--- src/rtl/exposure_sequencer.sv ---
`default_nettype none
// ==========================================================================
// exposure_sequencer: exposure registers and exposure/readout state machine.
// Optional macro SHUTTER_DELAY_EN adds a pre-exposure delay (SHD). Rev 1.0
// ==========================================================================
module exposure_sequencer #(
   parameter int         CLK_DIV   = 1000,
   parameter logic [7:0] BASE_ADDR = 8'h10
) (
   input  logic       clk,
   input  logic       rst,
   input  logic [7:0] reg_addr,
   input  logic [7:0] reg_wdata,
   input  logic       reg_we,
   input  logic       reg_re,
   output logic [7:0] reg_rdata,
   output logic       sensor_expose,
   output logic       readout_start,
   input  logic       readout_done,
   output logic       frame_done
);
   localparam int            PW        = (CLK_DIV > 1) ? $clog2(CLK_DIV) : 1;
   localparam logic [PW-1:0] PRESC_MAX = PW'(CLK_DIV - 1);

   typedef enum logic [2:0] {
      S_IDLE    = 3'd0,
      S_ARM     = 3'd1,
      S_PRE     = 3'd2,
      S_EXPOSE  = 3'd3,
      S_WAIT_RO = 3'd4
   } state_t;

   state_t        state, state_nxt;
   logic [31:0]   exp_len, shadow;
   logic [PW-1:0] presc;
   logic          cont, done, err;
   logic [7:0]    frame_cnt;
`ifdef SHUTTER_DELAY_EN
   logic [7:0]    shd, pre_cnt;
`endif
   logic [8:0]    addr_diff;
   logic [2:0]    off;
   logic          in_win, wr, rd, start_wr, abort_wr, tick, err_set, frame_evt;

   // 9-bit difference keeps addresses below BASE_ADDR out of the window
   always_comb begin
      addr_diff = {1'b0, reg_addr} - {1'b0, BASE_ADDR};
      in_win    = addr_diff < 9'd8;
      off       = addr_diff[2:0];
      wr        = reg_we && in_win;
      rd        = reg_re && in_win;
      start_wr  = wr && (off == 3'd4) && reg_wdata[0];
      abort_wr  = wr && (off == 3'd4) && reg_wdata[1];
      tick      = (presc == PRESC_MAX);
   end

   always_ff @(posedge clk) begin
      if (rst) state <= S_IDLE;
      else     state <= state_nxt;
   end

   always_comb begin
      state_nxt = state;
      err_set   = 1'b0;
      frame_evt = 1'b0;
      case (state)
         S_IDLE: begin
            if (start_wr) begin
               if (exp_len == 32'd0) err_set   = 1'b1;
               else                  state_nxt = S_ARM;
            end
         end
         S_ARM: begin
            // EXP may have been cleared between the CONT decision and ARM
            if (exp_len == 32'd0) begin
               err_set   = 1'b1;
               state_nxt = S_IDLE;
            end else begin
               state_nxt = S_EXPOSE;
`ifdef SHUTTER_DELAY_EN
               if (shd != 8'd0) state_nxt = S_PRE;
`endif
            end
         end
`ifdef SHUTTER_DELAY_EN
         S_PRE: begin
            if (tick && (pre_cnt == 8'd1)) state_nxt = S_EXPOSE;
         end
`endif
         S_EXPOSE: begin
            if (tick && (shadow == 32'd1)) state_nxt = S_WAIT_RO;
         end
         S_WAIT_RO: begin
            if (readout_done) begin
               frame_evt = 1'b1;
               state_nxt = (cont && (exp_len != 32'd0)) ? S_ARM : S_IDLE;
            end
         end
         default: state_nxt = S_IDLE;
      endcase
      if (abort_wr) begin
         state_nxt = S_IDLE;
         err_set   = 1'b0;
         frame_evt = 1'b0;
      end
   end

   always_ff @(posedge clk) begin
      if (rst) begin
         presc   <= '0;
         shadow  <= 32'd0;
`ifdef SHUTTER_DELAY_EN
         pre_cnt <= 8'd0;
`endif
      end else begin
         presc <= '0;
         case (state)
            S_ARM: begin
               shadow  <= exp_len;
`ifdef SHUTTER_DELAY_EN
               pre_cnt <= shd;
`endif
            end
`ifdef SHUTTER_DELAY_EN
            S_PRE: begin
               presc <= tick ? '0 : presc + 1'b1;
               if (tick) pre_cnt <= pre_cnt - 8'd1;
            end
`endif
            S_EXPOSE: begin
               presc <= tick ? '0 : presc + 1'b1;
               if (tick) shadow <= shadow - 32'd1;
            end
            default: ;
         endcase
      end
   end

   always_ff @(posedge clk) begin
      if (rst) begin
         exp_len       <= 32'd0;
         cont          <= 1'b0;
         done          <= 1'b0;
         err           <= 1'b0;
         frame_cnt     <= 8'd0;
         reg_rdata     <= 8'd0;
         readout_start <= 1'b0;
         frame_done    <= 1'b0;
`ifdef SHUTTER_DELAY_EN
         shd           <= 8'd0;
`endif
      end else begin
         if (wr) begin
            case (off)
               3'd0: exp_len[7:0]   <= reg_wdata;
               3'd1: exp_len[15:8]  <= reg_wdata;
               3'd2: exp_len[23:16] <= reg_wdata;
               3'd3: exp_len[31:24] <= reg_wdata;
               3'd4: cont           <= reg_wdata[2];
`ifdef SHUTTER_DELAY_EN
               3'd7: shd            <= reg_wdata;
`endif
               default: ;
            endcase
         end
         // a set event in the same cycle as the clearing read wins
         if (err_set)                     err  <= 1'b1;
         else if (rd && (off == 3'd5))    err  <= 1'b0;
         if (frame_evt)                   done <= 1'b1;
         else if (rd && (off == 3'd5))    done <= 1'b0;
         if (frame_evt) frame_cnt <= frame_cnt + 8'd1;
         readout_start <= (state == S_EXPOSE) && (state_nxt == S_WAIT_RO);
         frame_done    <= frame_evt;
         reg_rdata     <= 8'd0;
         if (rd) begin
            case (off)
               3'd0: reg_rdata <= exp_len[7:0];
               3'd1: reg_rdata <= exp_len[15:8];
               3'd2: reg_rdata <= exp_len[23:16];
               3'd3: reg_rdata <= exp_len[31:24];
               3'd4: reg_rdata <= {5'b0, cont, 2'b0};
               3'd5: reg_rdata <= {5'b0, err, done, (state != S_IDLE)};
               3'd6: reg_rdata <= frame_cnt;
`ifdef SHUTTER_DELAY_EN
               3'd7: reg_rdata <= shd;
`endif
               default: reg_rdata <= 8'd0;
            endcase
         end
      end
   end

   assign sensor_expose = (state == S_EXPOSE);

endmodule
`default_nettype wire

--- config.mk ---
export PLATFORM = sky130hd
export DESIGN_NAME = exposure_sequencer
export DESIGN_NICKNAME = d
export VERILOG_FILES = /design/src/rtl/exposure_sequencer.sv
export SDC_FILE = /design/constraint.sdc
export NUM_CORES = 1
export LEC_CHECK = 0
export ABC_AREA = 1
export CORE_MARGIN = 3
export CORE_UTILIZATION = 49
export DETAILED_ROUTE_END_ITERATION = 12
export GPL_TIMING_DRIVEN = 0
export PLACE_DENSITY = 0.65
export SLEW_MARGIN = 20
export SYNTH_ARGS = -nofsm -noshare
export SYNTH_HDL_FRONTEND = slang
export SYNTH_SLANG_ARGS = --single-unit
--- constraint.sdc ---
create_clock -name clk -period 5.55 [get_ports clk]
set_clock_uncertainty 0.15 [all_clocks]
set_input_delay 1.11 -clock clk [delete_from_list [all_inputs] [get_ports clk]]
set_output_delay 1.11 -clock clk [all_outputs]
set_load 0.02 [all_outputs]
==> results_dict.tcl <==
set metrics [dict create \
    min-delay-path-class "reg2reg" \
    finalSetupTns_ns 0 \
    cts_setup_buffers 0 \
    cts_buffers 9 \
    drtPass1Iterations 6 \
    routed_wl_um 17220 \
    rsz0062_at_grt "false" \
    cp-end-kind "output pin" \
    worst_pin_slew_ns 0.9059 \
    insertion_delay_ns 0.39 \
    fmax_ghz 0.2813 \
    yosys_warnings 0 \
    rrSetupSlack_ns 3.54 \
    finalNetCount 895 \
    critPathKind "reg2out" \
    drive_gt1_frac 0.08820 \
    h-tree-depth 3 \
    cts_root_buf "clkbuf_8" \
    avgSynthCellArea_um2 6.582 \
    leakagePower_nw 2.623 \
    synth_nets 854 \
    drt-met1-wl_um 8047 \
    die_w_um 111.5 \
    hold_viol 0 \
    worst_setup_path_start_kind "flop" \
    die_h_um 111.5 \
    slew_violations 0 \
    post-dp-hpwl_um 13370 \
    antenna_cells 0 \
    cts_tree "done" \
    setup_viol 0 \
    cp.required_ns 4.29 \
    grt_pass1_wl_um 27270 \
    finish.utilization 0.5784 \
    maxCapViolCount 0 \
    initial_core_util 0.5164 \
    status "complete, no violations" \
    postCtsHoldBufs 0 \
    rr_endpoint "shadow[0]" \
    fin_crit_sh 0.6405 \
    syn2layout_area_growth_pct 12.01 \
    viasPerCell 5.616 \
    hold_path_end "done" \
    ys_ff_latch 98 \
    clockBufferDepth 2 \
    wl_met2_um 7680 \
    drc_errors 0 \
    grt_antenna_before_repair 0 \
    top_layer "met4" \
    grt_max_degree 16 \
    post_drt_wl_per_cell_um 17.07 \
    syn_inst 828 \
    track_usage 0.2765 \
    netlist_area_um2 5450 \
    core_um2 10560 \
    arrival_ns 2.29 \
    dieArea_um2 12420 \
    seq_area_frac_synth 0.3600 \
    path_clk_slew_ns 0.09 \
    ioPinCount 32 \
    max_slew_margin 0.3961 \
    ant_nets 0 \
    timing.rr.start "presc[0]" \
    wl_met3_um 1106 \
    peakVddDrop_mv 0.1498 \
    grt-ovfl-total 0 \
    rows 37 \
    cts_sinks 98 \
    drt_iter0_markers 586 \
    ctsResizeCount 0 \
    hold_depth 2 \
    route.vias.total 5667 \
    ff2ff_path_depth 9 \
    layout_min_cycle_time_ns 3.555 \
    path_max_fanout 10 \
    ys_types 41 \
    grt_pass1_vias 5334 \
    portBuffers 30 \
    hp-start "done" \
    power_density_nw_per_um2 202.4 \
    finalWeightedCongestion 0.9746 \
]
final cells by class:
class | count | area [µm²]
well taps | 136 | 170.2
clock buffers | 11 | 131.4
inverters | 99 | 371.6
flip-flops and latches | 98 | 1962
repair buffers | 30 | 300.3
fillers | 1051 | 4451
plain buffers | 23 | 136.4
clock inverters | 4 | 52.55
multi-input cells | 608 | 2980
worst max-delay path, cell delays in order (launching register included):
cell and delay (ns):
dfxtp_1 0.32, inv_2 0.06, nand2_2 0.08, nor2_4 0.27
clkbuf_1 0.47, clkdlybuf4s50_1 0.71
cells by family (layout without fill, tap and decap cells):
| kind of cell | count (synthesis) | after routing | share of synthesized area |
|---|---|---|---|
| and+or+nand+nor | 401 | 401 | 0.3267 |
| buffers and inverters | 122 | 167 | 0.09320 |
| xor gates and xnor gates | 9 | 9 | 0.01446 |
| adders and majority gates | 5 | 5 | 0.01148 |
| DFF | 98 | 98 | 0.3600 |
| AOI/OAI and AO/OA | 193 | 193 | 0.1942 |
where the power goes:
group / internal, W / total [W] / switching (W)
Clock: 0.000209 / 0.000472 / 0.000264
Sequential: 0.000703 / 0.000704 / 0.000000629
Combinational: 0.0000215 / 0.0000598 / 0.0000383
Total: 0.000933 / 0.00124 / 0.000303
per-layer routing:
layer,GRT usage,vias up
met5,0,-
met4,0.1046,0
met1,0.3900,2640
met3,0.03750,29
li1,-,2784
met2,0.4314,214
how the worst max path moves through the flow:
stage / start / endpoint / cells after the start
final: state[2] / sensor_expose / 5
after detailed placement: reg_addr[4] / exp_len[5] / 10
after global placement: reg_addr[4] / exp_len[15] / 11
after CTS: state[2] / sensor_expose / 5
after floorplan: reg_addr[4] / exp_len[19] / 10
after global routing: state[0] / sensor_expose / 4
layout by cell type, fill, tap and decap left out, types with 3 or more instances in the layout:
cell type        netlist  layout
xor2_1                 7       7
clkbuf_1               9      11
dfxtp_1               98      98
ha_1                   5       5
nor2_1               134     134
a21oi_2                7       7
inv_2                 11      11
inv_1                 88      88
nor2_2                 7       7
nand3b_1               3       3
a211oi_1               4       4
o21ai_0               78      78
nor3_1                 8       8
nand2_2                6       6
nand4_1                9       9
buf_6                  5       5
buf_2                  7       7
nor2_4                 6       6
clkbuf_8               0       9
a21oi_1               69      69
nand2_1              175     175
nand3_1               41      41
o21ai_2                3       3
o21ai_1               11      11
clkdlybuf4s50_1        0      30
o22ai_1               13      13
cells in the mapped netlist (all sizes together):
master / number / area (µm²)
nand2: 183 / 716.9
a21boi: 1 / 7.510
nor3b: 1 / 7.510
nor2: 147 / 614.3
a21oi: 76 / 406.6
nand3b: 3 / 22.52
xor2: 7 / 61.31
or2: 2 / 12.52
a211oi: 5 / 42.54
nand4: 11 / 98.84
o22ai: 13 / 81.33
ha: 5 / 62.56
a41oi: 2 / 17.52
buf: 14 / 102.6
nand3: 43 / 225.2
clkbuf: 9 / 33.78
o21ai: 92 / 471.7
inv: 99 / 371.6
xnor2: 2 / 17.52
o211ai: 2 / 15.01
o2111ai: 1 / 8.760
o21bai: 1 / 7.510
dfxtp: 98 / 1962
nor3: 11 / 82.58
registers in the layout, indices dropped and copies added (netlist names):
register,cells
shadow,32
frame_done,1
exp_len,32
readout_start,1
err,1
reg_rdata,8
frame_cnt,8
presc,10
state,3
done,1
cont,1
per-stage QoR:
stage               instance area [µm²]  total power, W  worst slack [ns]  hold WS, ns  instances
floorplan                          5450       0.0007475             2.993       0.2803        828
global placement                   5921       0.0007781             2.304       0.2910        994
detailed placement                 5921       0.0007787             2.269       0.3083        994
CTS                                6105        0.001237             1.959       0.3221       1009
global route                       6105        0.001268             1.866       0.3457       1009
finish                             6105        0.001236             1.995       0.3210       1009
(Power assumes the default switching activity.)
